[config.mk]
export PLATFORM = sky130hd
export DESIGN_NAME = multicycle_control
export DESIGN_NICKNAME = d
export VERILOG_FILES = /design/src/rtl/mc_ctrl_pkg.sv /design/src/rtl/mc_ctrl_decode.sv /design/src/rtl/multicycle_control.sv
export SDC_FILE = /design/constraint.sdc
export NUM_CORES = 1
export LEC_CHECK = 0
export CELL_PAD_IN_SITES_DETAIL_PLACEMENT = 2
export CELL_PAD_IN_SITES_GLOBAL_PLACEMENT = 2
export CORE_MARGIN = 1
export CORE_UTILIZATION = 24
export CTS_BUF_LIST = sky130_fd_sc_hd__clkbuf_8
export DETAILED_ROUTE_END_ITERATION = 8
export PLACE_DENSITY = 0.84
export SETUP_SLACK_MARGIN = 0.02
export SLEW_MARGIN = 20
export SYNTH_ARGS = -nofsm -noshare
export SYNTH_HDL_FRONTEND = slang
export SYNTH_SLANG_ARGS = --single-unit
[constraint.sdc]
create_clock -name clk_i -period 2.8 [get_ports clk_i]
set_clock_uncertainty 0.15 [all_clocks]
set_input_delay 0.42 -clock clk_i [delete_from_list [all_inputs] [get_ports clk_i]]
set_output_delay 0.42 -clock clk_i [all_outputs]
set_load 0.005 [all_outputs]
[src/rtl/mc_ctrl_pkg.sv]
`default_nettype none
// ============================================================================
// Module      : mc_ctrl_pkg
// Description : Opcodes, state encodings and control-vector layout for the
//               multi-cycle MIPS main control FSM.
// Revision    : 1.0 - initial release
// ============================================================================
package mc_ctrl_pkg;

    localparam logic [5:0] OP_RTYPE = 6'b000000;
    localparam logic [5:0] OP_LW    = 6'b100011;
    localparam logic [5:0] OP_SW    = 6'b101011;
    localparam logic [5:0] OP_BEQ   = 6'b000100;
    localparam logic [5:0] OP_J     = 6'b000010;
    localparam logic [5:0] OP_ADDI  = 6'b001000;
    localparam logic [5:0] OP_ORI   = 6'b001101;

    typedef enum logic [3:0] {
        S_IDLE   = 4'd0,
        S_FETCH  = 4'd1,
        S_DECODE = 4'd2,
        S_MEMADR = 4'd3,
        S_MEMRD  = 4'd4,
        S_MEMWB  = 4'd5,
        S_MEMWR  = 4'd6,
        S_REXEC  = 4'd7,
        S_RWB    = 4'd8,
        S_BRANCH = 4'd9,
        S_JUMP   = 4'd10,
        S_IEXEC  = 4'd11,
        S_IWB    = 4'd12,
        S_TRAP   = 4'd13
    } state_e;

    localparam int CTRL_USED_W    = 17;
    localparam int CB_REGWRITE    = 0;
    localparam int CB_MEMTOREG    = 1;
    localparam int CB_MEMREAD     = 2;
    localparam int CB_MEMWRITE    = 3;
    localparam int CB_ALUOP_LO    = 4;
    localparam int CB_ALUSRC      = 6;
    localparam int CB_REGDST      = 7;
    localparam int CB_PCWRITE     = 8;
    localparam int CB_PCWRITECOND = 9;
    localparam int CB_IRWRITE     = 10;
    localparam int CB_IORD        = 11;
    localparam int CB_ALUSRCA     = 12;
    localparam int CB_SRCB_LO     = 13;
    localparam int CB_PCSRC_LO    = 15;

    localparam logic [1:0] ALUOP_FUNCT = 2'b00;
    localparam logic [1:0] ALUOP_ADD   = 2'b01;
    localparam logic [1:0] ALUOP_OR    = 2'b10;
    localparam logic [1:0] ALUOP_SUB   = 2'b11;

    localparam logic [1:0] SRCB_REG  = 2'b00;
    localparam logic [1:0] SRCB_FOUR = 2'b01;
    localparam logic [1:0] SRCB_IMM  = 2'b10;
    localparam logic [1:0] SRCB_BOFF = 2'b11;

    localparam logic [1:0] PCSRC_ALU    = 2'b00;
    localparam logic [1:0] PCSRC_ALUOUT = 2'b01;
    localparam logic [1:0] PCSRC_JUMP   = 2'b10;

endpackage
`default_nettype wire

[src/rtl/mc_ctrl_decode.sv]
`default_nettype none
// ============================================================================
// Module      : mc_ctrl_decode
// Description : Combinational state -> control vector decode. MEM_WAIT_EN
//               gates PCWrite/IRWrite and the sw retire on mem_ready_i.
// Revision    : 1.0 - initial release
// ============================================================================
module mc_ctrl_decode
    import mc_ctrl_pkg::*;
#(
    parameter int OP_W   = 6,
    parameter int CTRL_W = 32
) (
    input  logic [3:0]        state_i,
    input  logic [OP_W-1:0]   op_q_i,
    input  logic              mem_ready_i,
    output logic [CTRL_W-1:0] control_o,
    output logic              instr_done_o,
    output logic              illegal_o
);

    logic                   w_rdy;
    logic [CTRL_USED_W-1:0] w_ctrl;

`ifdef MEM_WAIT_EN
    assign w_rdy = mem_ready_i;
`else
    logic w_unused_rdy;
    assign w_unused_rdy = mem_ready_i;
    assign w_rdy        = 1'b1;
`endif

    always_comb begin
        w_ctrl       = '0;
        instr_done_o = 1'b0;
        illegal_o    = 1'b0;
        case (state_i)
            S_FETCH: begin
                w_ctrl[CB_MEMREAD]             = 1'b1;
                w_ctrl[CB_IRWRITE]             = w_rdy;
                w_ctrl[CB_PCWRITE]             = w_rdy;
                w_ctrl[CB_SRCB_LO +: 2]        = SRCB_FOUR;
                w_ctrl[CB_ALUOP_LO +: 2]       = ALUOP_ADD;
            end
            S_DECODE: begin
                w_ctrl[CB_SRCB_LO +: 2]        = SRCB_BOFF;
                w_ctrl[CB_ALUOP_LO +: 2]       = ALUOP_ADD;
            end
            S_MEMADR: begin
                w_ctrl[CB_ALUSRCA]             = 1'b1;
                w_ctrl[CB_SRCB_LO +: 2]        = SRCB_IMM;
                w_ctrl[CB_ALUOP_LO +: 2]       = ALUOP_ADD;
            end
            S_MEMRD: begin
                w_ctrl[CB_MEMREAD]             = 1'b1;
                w_ctrl[CB_IORD]                = 1'b1;
            end
            S_MEMWB: begin
                w_ctrl[CB_REGWRITE]            = 1'b1;
                w_ctrl[CB_MEMTOREG]            = 1'b1;
                instr_done_o                   = 1'b1;
            end
            S_MEMWR: begin
                w_ctrl[CB_MEMWRITE]            = 1'b1;
                w_ctrl[CB_IORD]                = 1'b1;
                instr_done_o                   = w_rdy;
            end
            S_REXEC: begin
                w_ctrl[CB_ALUSRCA]             = 1'b1;
                w_ctrl[CB_ALUOP_LO +: 2]       = ALUOP_FUNCT;
            end
            S_RWB: begin
                w_ctrl[CB_REGDST]              = 1'b1;
                w_ctrl[CB_REGWRITE]            = 1'b1;
                instr_done_o                   = 1'b1;
            end
            S_BRANCH: begin
                w_ctrl[CB_ALUSRCA]             = 1'b1;
                w_ctrl[CB_ALUOP_LO +: 2]       = ALUOP_SUB;
                w_ctrl[CB_PCWRITECOND]         = 1'b1;
                w_ctrl[CB_PCSRC_LO +: 2]       = PCSRC_ALUOUT;
                instr_done_o                   = 1'b1;
            end
            S_JUMP: begin
                w_ctrl[CB_PCWRITE]             = 1'b1;
                w_ctrl[CB_PCSRC_LO +: 2]       = PCSRC_JUMP;
                instr_done_o                   = 1'b1;
            end
            S_IEXEC: begin
                w_ctrl[CB_ALUSRCA]             = 1'b1;
                w_ctrl[CB_SRCB_LO +: 2]        = SRCB_IMM;
                w_ctrl[CB_ALUOP_LO +: 2]       = (op_q_i == OP_ORI) ? ALUOP_OR : ALUOP_ADD;
            end
            S_IWB: begin
                w_ctrl[CB_REGWRITE]            = 1'b1;
                instr_done_o                   = 1'b1;
            end
            S_TRAP: begin
                illegal_o                      = 1'b1;
            end
            default: begin
                w_ctrl = '0;
            end
        endcase
        // ALUSrc mirrors the immediate selection on the B operand mux
        w_ctrl[CB_ALUSRC] = (w_ctrl[CB_SRCB_LO +: 2] == SRCB_IMM);
    end

    generate
        if (CTRL_W > CTRL_USED_W) begin : g_pad
            assign control_o = {{(CTRL_W - CTRL_USED_W){1'b0}}, w_ctrl};
        end else begin : g_nopad
            assign control_o = w_ctrl;
        end
    endgenerate

endmodule
`default_nettype wire

[src/rtl/multicycle_control.sv]
`default_nettype none
// ============================================================================
// Module      : multicycle_control
// Description : Multi-cycle MIPS main control FSM with retire counter and
//               illegal-opcode trap. Optional MEM_WAIT_EN adds memory stalls.
// Revision    : 1.0 - initial release
// ============================================================================
module multicycle_control
    import mc_ctrl_pkg::*;
#(
    parameter int OP_W   = 6,
    parameter int CTRL_W = 32,
    parameter int CNT_W  = 16
) (
    input  logic              clk_i,
    input  logic              rst_i,
    input  logic              start_i,
    input  logic [OP_W-1:0]   op_i,
    input  logic              mem_ready_i,
    output logic [CTRL_W-1:0] control_o,
    output logic [3:0]        state_o,
    output logic              instr_done_o,
    output logic              illegal_o,
    output logic [CNT_W-1:0]  instr_cnt_o
);

    state_e            state_q, state_d;
    logic [OP_W-1:0]   op_q, op_d;
    logic [CNT_W-1:0]  cnt_q, cnt_d;
    logic              w_rdy;

`ifdef MEM_WAIT_EN
    assign w_rdy = mem_ready_i;
`else
    assign w_rdy = 1'b1;
`endif

    mc_ctrl_decode #(
        .OP_W   (OP_W),
        .CTRL_W (CTRL_W)
    ) u_decode (
        .state_i      (state_q),
        .op_q_i       (op_q),
        .mem_ready_i  (mem_ready_i),
        .control_o    (control_o),
        .instr_done_o (instr_done_o),
        .illegal_o    (illegal_o)
    );

    always_comb begin
        state_d = state_q;
        op_d    = op_q;
        case (state_q)
            S_IDLE:   if (start_i) state_d = S_FETCH;
            S_FETCH:  if (w_rdy) state_d = S_DECODE;
            S_DECODE: begin
                op_d = op_i;
                case (op_i)
                    OP_RTYPE:        state_d = S_REXEC;
                    OP_LW, OP_SW:    state_d = S_MEMADR;
                    OP_BEQ:          state_d = S_BRANCH;
                    OP_J:            state_d = S_JUMP;
                    OP_ADDI, OP_ORI: state_d = S_IEXEC;
                    default:         state_d = S_TRAP;
                endcase
            end
            S_MEMADR: state_d = (op_q == OP_LW) ? S_MEMRD : S_MEMWR;
            S_MEMRD:  if (w_rdy) state_d = S_MEMWB;
            S_MEMWB:  state_d = S_FETCH;
            S_MEMWR:  if (w_rdy) state_d = S_FETCH;
            S_REXEC:  state_d = S_RWB;
            S_RWB:    state_d = S_FETCH;
            S_BRANCH: state_d = S_FETCH;
            S_JUMP:   state_d = S_FETCH;
            S_IEXEC:  state_d = S_IWB;
            S_IWB:    state_d = S_FETCH;
            S_TRAP:   state_d = S_TRAP;
            default:  state_d = S_IDLE;
        endcase
    end

    // Retire count follows the decoded done pulse, so stalled stores do not count early
    always_comb begin
        cnt_d = instr_done_o ? cnt_q + CNT_W'(1) : cnt_q;
    end

    always_ff @(posedge clk_i) begin
        if (rst_i) begin
            state_q <= S_IDLE;
            op_q    <= '0;
            cnt_q   <= '0;
        end else begin
            state_q <= state_d;
            op_q    <= op_d;
            cnt_q   <= cnt_d;
        end
    end

    assign state_o     = state_q;
    assign instr_cnt_o = cnt_q;

endmodule
`default_nettype wire
* Word-level counts from Yosys, hierarchy flattened
Cells that the tools add are included.
** Cells by class
- $add $sub $neg :: 1
- $mul :: 0
- Div/mod/pow operators :: 0
- Magnitude comparators :: 0
- Equal/unequal tests :: 23
- Shift operators :: 0
- Muxes and demuxes :: 20
- Bitwise operators :: 0
- Reductions and logical operators :: 12
** Operators by type and width (number)
- $pmux W4 S9 :: 1
- $eq A4 B4 Y1 const B :: 6
- $pmux W4 S5 :: 1
- $eq A6 B4 Y1 const B :: 3
- $eq A6 B6 Y1 const B :: 3
- $add A16 B1 Y16 const B :: 1
- $eq A4 B3 Y1 const B :: 4
- $mux W1 :: 12
- $pmux W2 S3 :: 2
- $reduce_or A2 Y1 :: 6
- $eq A4 B2 Y1 const B :: 2
- $eq A6 B2 Y1 const B :: 1
- $eq A6 B3 Y1 const B :: 1
- $logic_not A6 Y1 :: 1
- $reduce_or A3 Y1 :: 2
- $reduce_or A6 Y1 :: 1
- $eq A4 B1 Y1 const B :: 1
- $logic_not A4 Y1 :: 1
- $mux W2 :: 2
- $mux W4 :: 1
- $pmux W2 S2 :: 1
- $reduce_or A4 Y1 :: 1
- $eq A2 B2 Y1 const B :: 1
- $ne A2 B2 Y1 const B :: 1
** Storage, ports and cells
- Register bits after elaboration :: 26
- Latch bits :: 0
- Bits in writable memories :: 0
- Memory bits (read-only) :: 0
- Input bits :: 10
- Output and inout port bits :: 54
- Word-level logic and storage cells :: 59
- Memories :: 0

* Logic depth before layout (Yosys ltp)
- Depth in word-level cells :: 4
- Gate-level depth with buffers :: 7
- Gate-level depth less buffers :: 4

* Cells and area by module
A second synthesis with hierarchy kept.
** Second synthesis, totals
- Cells, all modules :: 202
- Area, all modules :: 1684.1 um^2
** By module, submodules not included
- multicycle_control :: instances 1, cells an instance 147, area each 1307.5 um^2, seq. area each 520.5 um^2
- mc_ctrl_decode :: instances 1, cells an instance 55, area each 376.6 um^2, seq. area each 0.0 um^2

* Worst setup path before layout
OpenSTA, ideal clock, no wires.
- Kind :: register to register
- Start :: register state_q[2], in the netlist state_o[2]
- End :: register cnt_q[15], in the netlist instr_cnt_o[15]
- Setup time :: 0.121 ns
- Arrival time :: 1.744 ns
- Path slack :: 0.786 ns
- Stages on the path, launching flop included :: 7
- Buffers on the path :: 2
- Clock period less this slack :: 2.014 ns
- Cells stage by stage :: dfxtp_1 buf_2 a21o_1 a221o_1 buf_2 nor4_1 mux2_2
** Between the ends
- Word-level cells in the longest chain between the ends :: 3
** Ends and longest elaborated chain
- from (decl) :: line multicycle_control.sv:27 : state_e state_q, state_d;
- from (signal assigned) :: line multicycle_control.sv:93 : state_q <= state_d;
- $eq A4 B3 Y1 / $eq A4 B4 Y1 (equally long branches) :: line mc_ctrl_decode.sv:37 : case (state_i)
- $reduce_or A6 Y1 (no source line) *
- $mux W1 * :: line mc_ctrl_decode.sv:37
- to (signal assigned) :: line multicycle_control.sv:95 : cnt_q <= cnt_d;
- to (decl) :: line multicycle_control.sv:29 : logic [CNT_W-1:0] cnt_q, cnt_d;
Mark *: on every way between the ends. The rest lies on a longest branch, timed or not.
A chain may end at the register's enable or synchronous reset.

* Worst setup path in the final report
- Start :: register state_q[0], in the netlist state_o[0]
- End :: output instr_done_o
** Between the ends
- Word-level cells in the longest chain between the ends :: 3
** Ends and longest elaborated chain
- $eq A4 B3 Y1 / $eq A4 B4 Y1 (equally long branches) :: line mc_ctrl_decode.sv:37
- $reduce_or A6 Y1 (no source line) *
- $mux W1 * :: line mc_ctrl_decode.sv:37
- to (decl) :: line multicycle_control.sv:22 : output logic instr_done_o,
Marks and branches as above.

==> flow_metrics.env <==
export IMPL_critPathArrivalTime_ps=2010
export IMPL_first_global_vias=1822
export IMPL_netlist_instances=220
export IMPL_cts_sinks=26
export IMPL_syn_area_per_cell_um2=7.56
export IMPL_h_tree_depth=1
export IMPL_drc_errors=0
export IMPL_seq_area_frac_synth=0.313
export IMPL_startpoint_type="flop"
export IMPL_firstDrtPassIters=4
export IMPL_post_dp_cell_area_um2=2150
export IMPL_multi_input_area_um2=972
export IMPL_num_rows=29
export IMPL_cts_buffer_depth=2
export IMPL_crit_type="flop to output pin"
export IMPL_power_frac_clock=0.190
export IMPL_start_util=0.255
export IMPL_cts_tree="built"
export IMPL_place_hpwl_mm=3.91
export IMPL_power_switching_uw=474
export IMPL_io_pins=64
export IMPL_synth_main_ff_cell="dfxtp_1"
export IMPL_p_per_area_nw_per_um2=597
export IMPL_die_w_um=85.3
export IMPL_clkSlewWorstSetupHoldPaths_ps=90
export IMPL_grt_busiest_layer="met2"
export IMPL_max_freq_ghz=0.388
export IMPL_grt_pass1_wl_mm=8.72
export IMPL_globalplace_congestion=0.692
export IMPL_cp_end_kind="output pin"
export IMPL_grt_util_met1=0.184
export IMPL_grt_ovfl_total=0
export IMPL_synth_seq_cells=26
export IMPL_combPwrFrac=0.457
export IMPL_regToRegSetupSlack_ps=510
export IMPL_cts_root_buffer="clkbuf_8"
export IMPL_drt_iter0_drc=38
export IMPL_async_reset_ff_frac=0
export IMPL_wl_mm=5.15
export IMPL_final_cell_area_um2=2210
export IMPL_finalHoldViolCount=0
export IMPL_viasPerCell=5.17
export IMPL_numCtsBuffers=3
export IMPL_grtUsageTotal=0.145
export IMPL_rsz0062_at_grt="false"
export IMPL_yosys_warnings=0
export IMPL_syn2layout_area_growth_pct=32.6
export IMPL_slew_headroom=0.617
export IMPL_setup_viol=0
export IMPL_status="complete, no violations"
export IMPL_layout_drive_gt1_share=0.0613
export IMPL_hp_class="flop to flop"
export IMPL_maxSlewViolCount=0
export IMPL_worstMarginPinSlew_ps=572
export IMPL_drv_cap=0
export IMPL_wl_per_cell_um=15.2
export IMPL_fin_crit_ps=2580
export IMPL_cts_resized_gates=0
export IMPL_tns_ps=0
export IMPL_io_buffer_count=47
export IMPL_ant_nets=0
export IMPL_swShare=0.360
export IMPL_die_area_um2=7270
export IMPL_grt_met3_usage=0.0136
export IMPL_required_ps=2230
export IMPL_core_um2=6530
export IMPL_vdd_drop_max_mv=0.177
export IMPL_antenna_found_initial=0
export IMPL_timing_final_crit_share=0.921
export IMPL_synth_cell_types=46
export IMPL_post_cts_setup_buffer_count=0
export IMPL_clock_latency_ps=270
export IMPL_regArea_um2=522
export IMPL_diodes=0
export IMPL_path_max_fanout=11
export IMPL_hold_buffers=0
export IMPL_p_int_uw=842
export IMPL_p_leak_uw=0.000742
export IMPL_num_nets_final=273
export IMPL_dieHeight_um=85.3
export IMPL_netlist_area_um2=1660
export IMPL_vias=1746
export IMPL_sequentialPowerShare=0.353
export IMPL_grt_util_met2=0.265
export IMPL_grt_max_degree=25
export IMPL_n_fill_cell=749
export IMPL_synth_edf_count=0
-- path summary, 6_finish.rpt --
path               from             end  cells past startpoint
max          state_o[0]    instr_done_o                      4
min reg2reg     op_q[0]         op_q[0]                      2
min             op_q[0]         op_q[0]                      2
max reg2reg  state_o[0]  instr_cnt_o[5]                      5
-- placed cells by master (no fill, tap or decap), drive strengths merged, types with 2 or more instances in the layout --
cell type	Yosys	layout
nand3	10	10
nor4	5	5
and4	2	2
or3	3	3
a31oi	3	3
o31ai	10	10
dfxtp	26	26
a21o	2	2
nand4	4	4
nor3	6	6
o21ai	6	6
or4	9	9
a21oi	26	26
clkdlybuf4s50	0	47
a2111oi	2	2
nor2	9	9
buf	21	7
inv	10	10
o41ai	3	3
nor2b	3	3
nand2	21	21
clkbuf	10	4
conb	1	15
xnor2	4	4
or2	3	3
and3	3	3
-- metrics by stage --
step / cells / worst slack [ps] / total power [uW] / utilization / hold WS, ps
after floorplan: 234 / 786 / 788 / - / 282
after global placement: 334 / 477 / 1060 / 0.329 / 295
after detailed placement: 334 / 407 / 1080 / 0.329 / 297
after CTS: 338 / 90.1 / 1330 / 0.338 / 311
after global routing: 338 / 97.5 / 1400 / 0.338 / 348
final: 338 / 223 / 1320 / 0.338 / 305
-- worst max-delay path: stages, from the launching register on --
cell and delay, ps:
dfxtp_1 420, a21o_1 220, a221o_1 470, inv_1 110, clkdlybuf4s50_1 510
-- Yosys cell counts (5+ instances only) --
cell	count	area, um^2
nor3_1	6	30.0
dfxtp_1	26	521
nor4_1	5	31.3
inv_1	10	37.5
o21ai_0	6	30.0
buf_4	16	120
or4_1	9	67.6
a21oi_1	26	130
nand3_1	10	50.1
clkbuf_1	10	37.5
o31ai_1	10	75.1
nand2_1	21	78.8
nor2_1	9	33.8
-- cells by family (layout without fill, tap and decap cells) --
| group | Yosys count | after routing | synth area share |
|---|---|---|---|
| other cells | 1 | 15 | 0.00225 |
| fa+ha+maj | 1 | 1 | 0.00752 |
| simple gates | 83 | 83 | 0.271 |
| xor+xnor | 5 | 5 | 0.0263 |
| flops | 26 | 26 | 0.313 |
| mux | 2 | 2 | 0.0128 |
| compound gates | 61 | 61 | 0.233 |
| buf+inv | 41 | 68 | 0.135 |
-- metal layers --
layer  vias up  wire length (um)
met4         0                44
met2        40              2600
met3         4               160
li1        856                 -
met5         -                 0
met1       846              2350
-- sequential cells by signal, summed over array words and instances, names as in the netlist --
name and cells:
op_q 6, instr_cnt_o 16, state_o 4
-- power groups by stage --
stage,registers (uW),clock network (uW),logic [uW]
final,464,251,601
after global routing,473,272,660
after CTS,463,259,611
after detailed placement,471,0,607
after global placement,468,0,594
after floorplan,439,0,349
-- layout make-up --
| type | instances | area share |
|---|---|---|
| multi-input combinational | 167 | 0.441 |
| timing repair buffer | 54 | 0.237 |
| sequential | 26 | 0.237 |
| tap | 77 | 0.0437 |
| clock buffer | 4 | 0.0250 |
| inverter | 10 | 0.0170 |
Note: power is estimated with default switching activity, not from simulation.
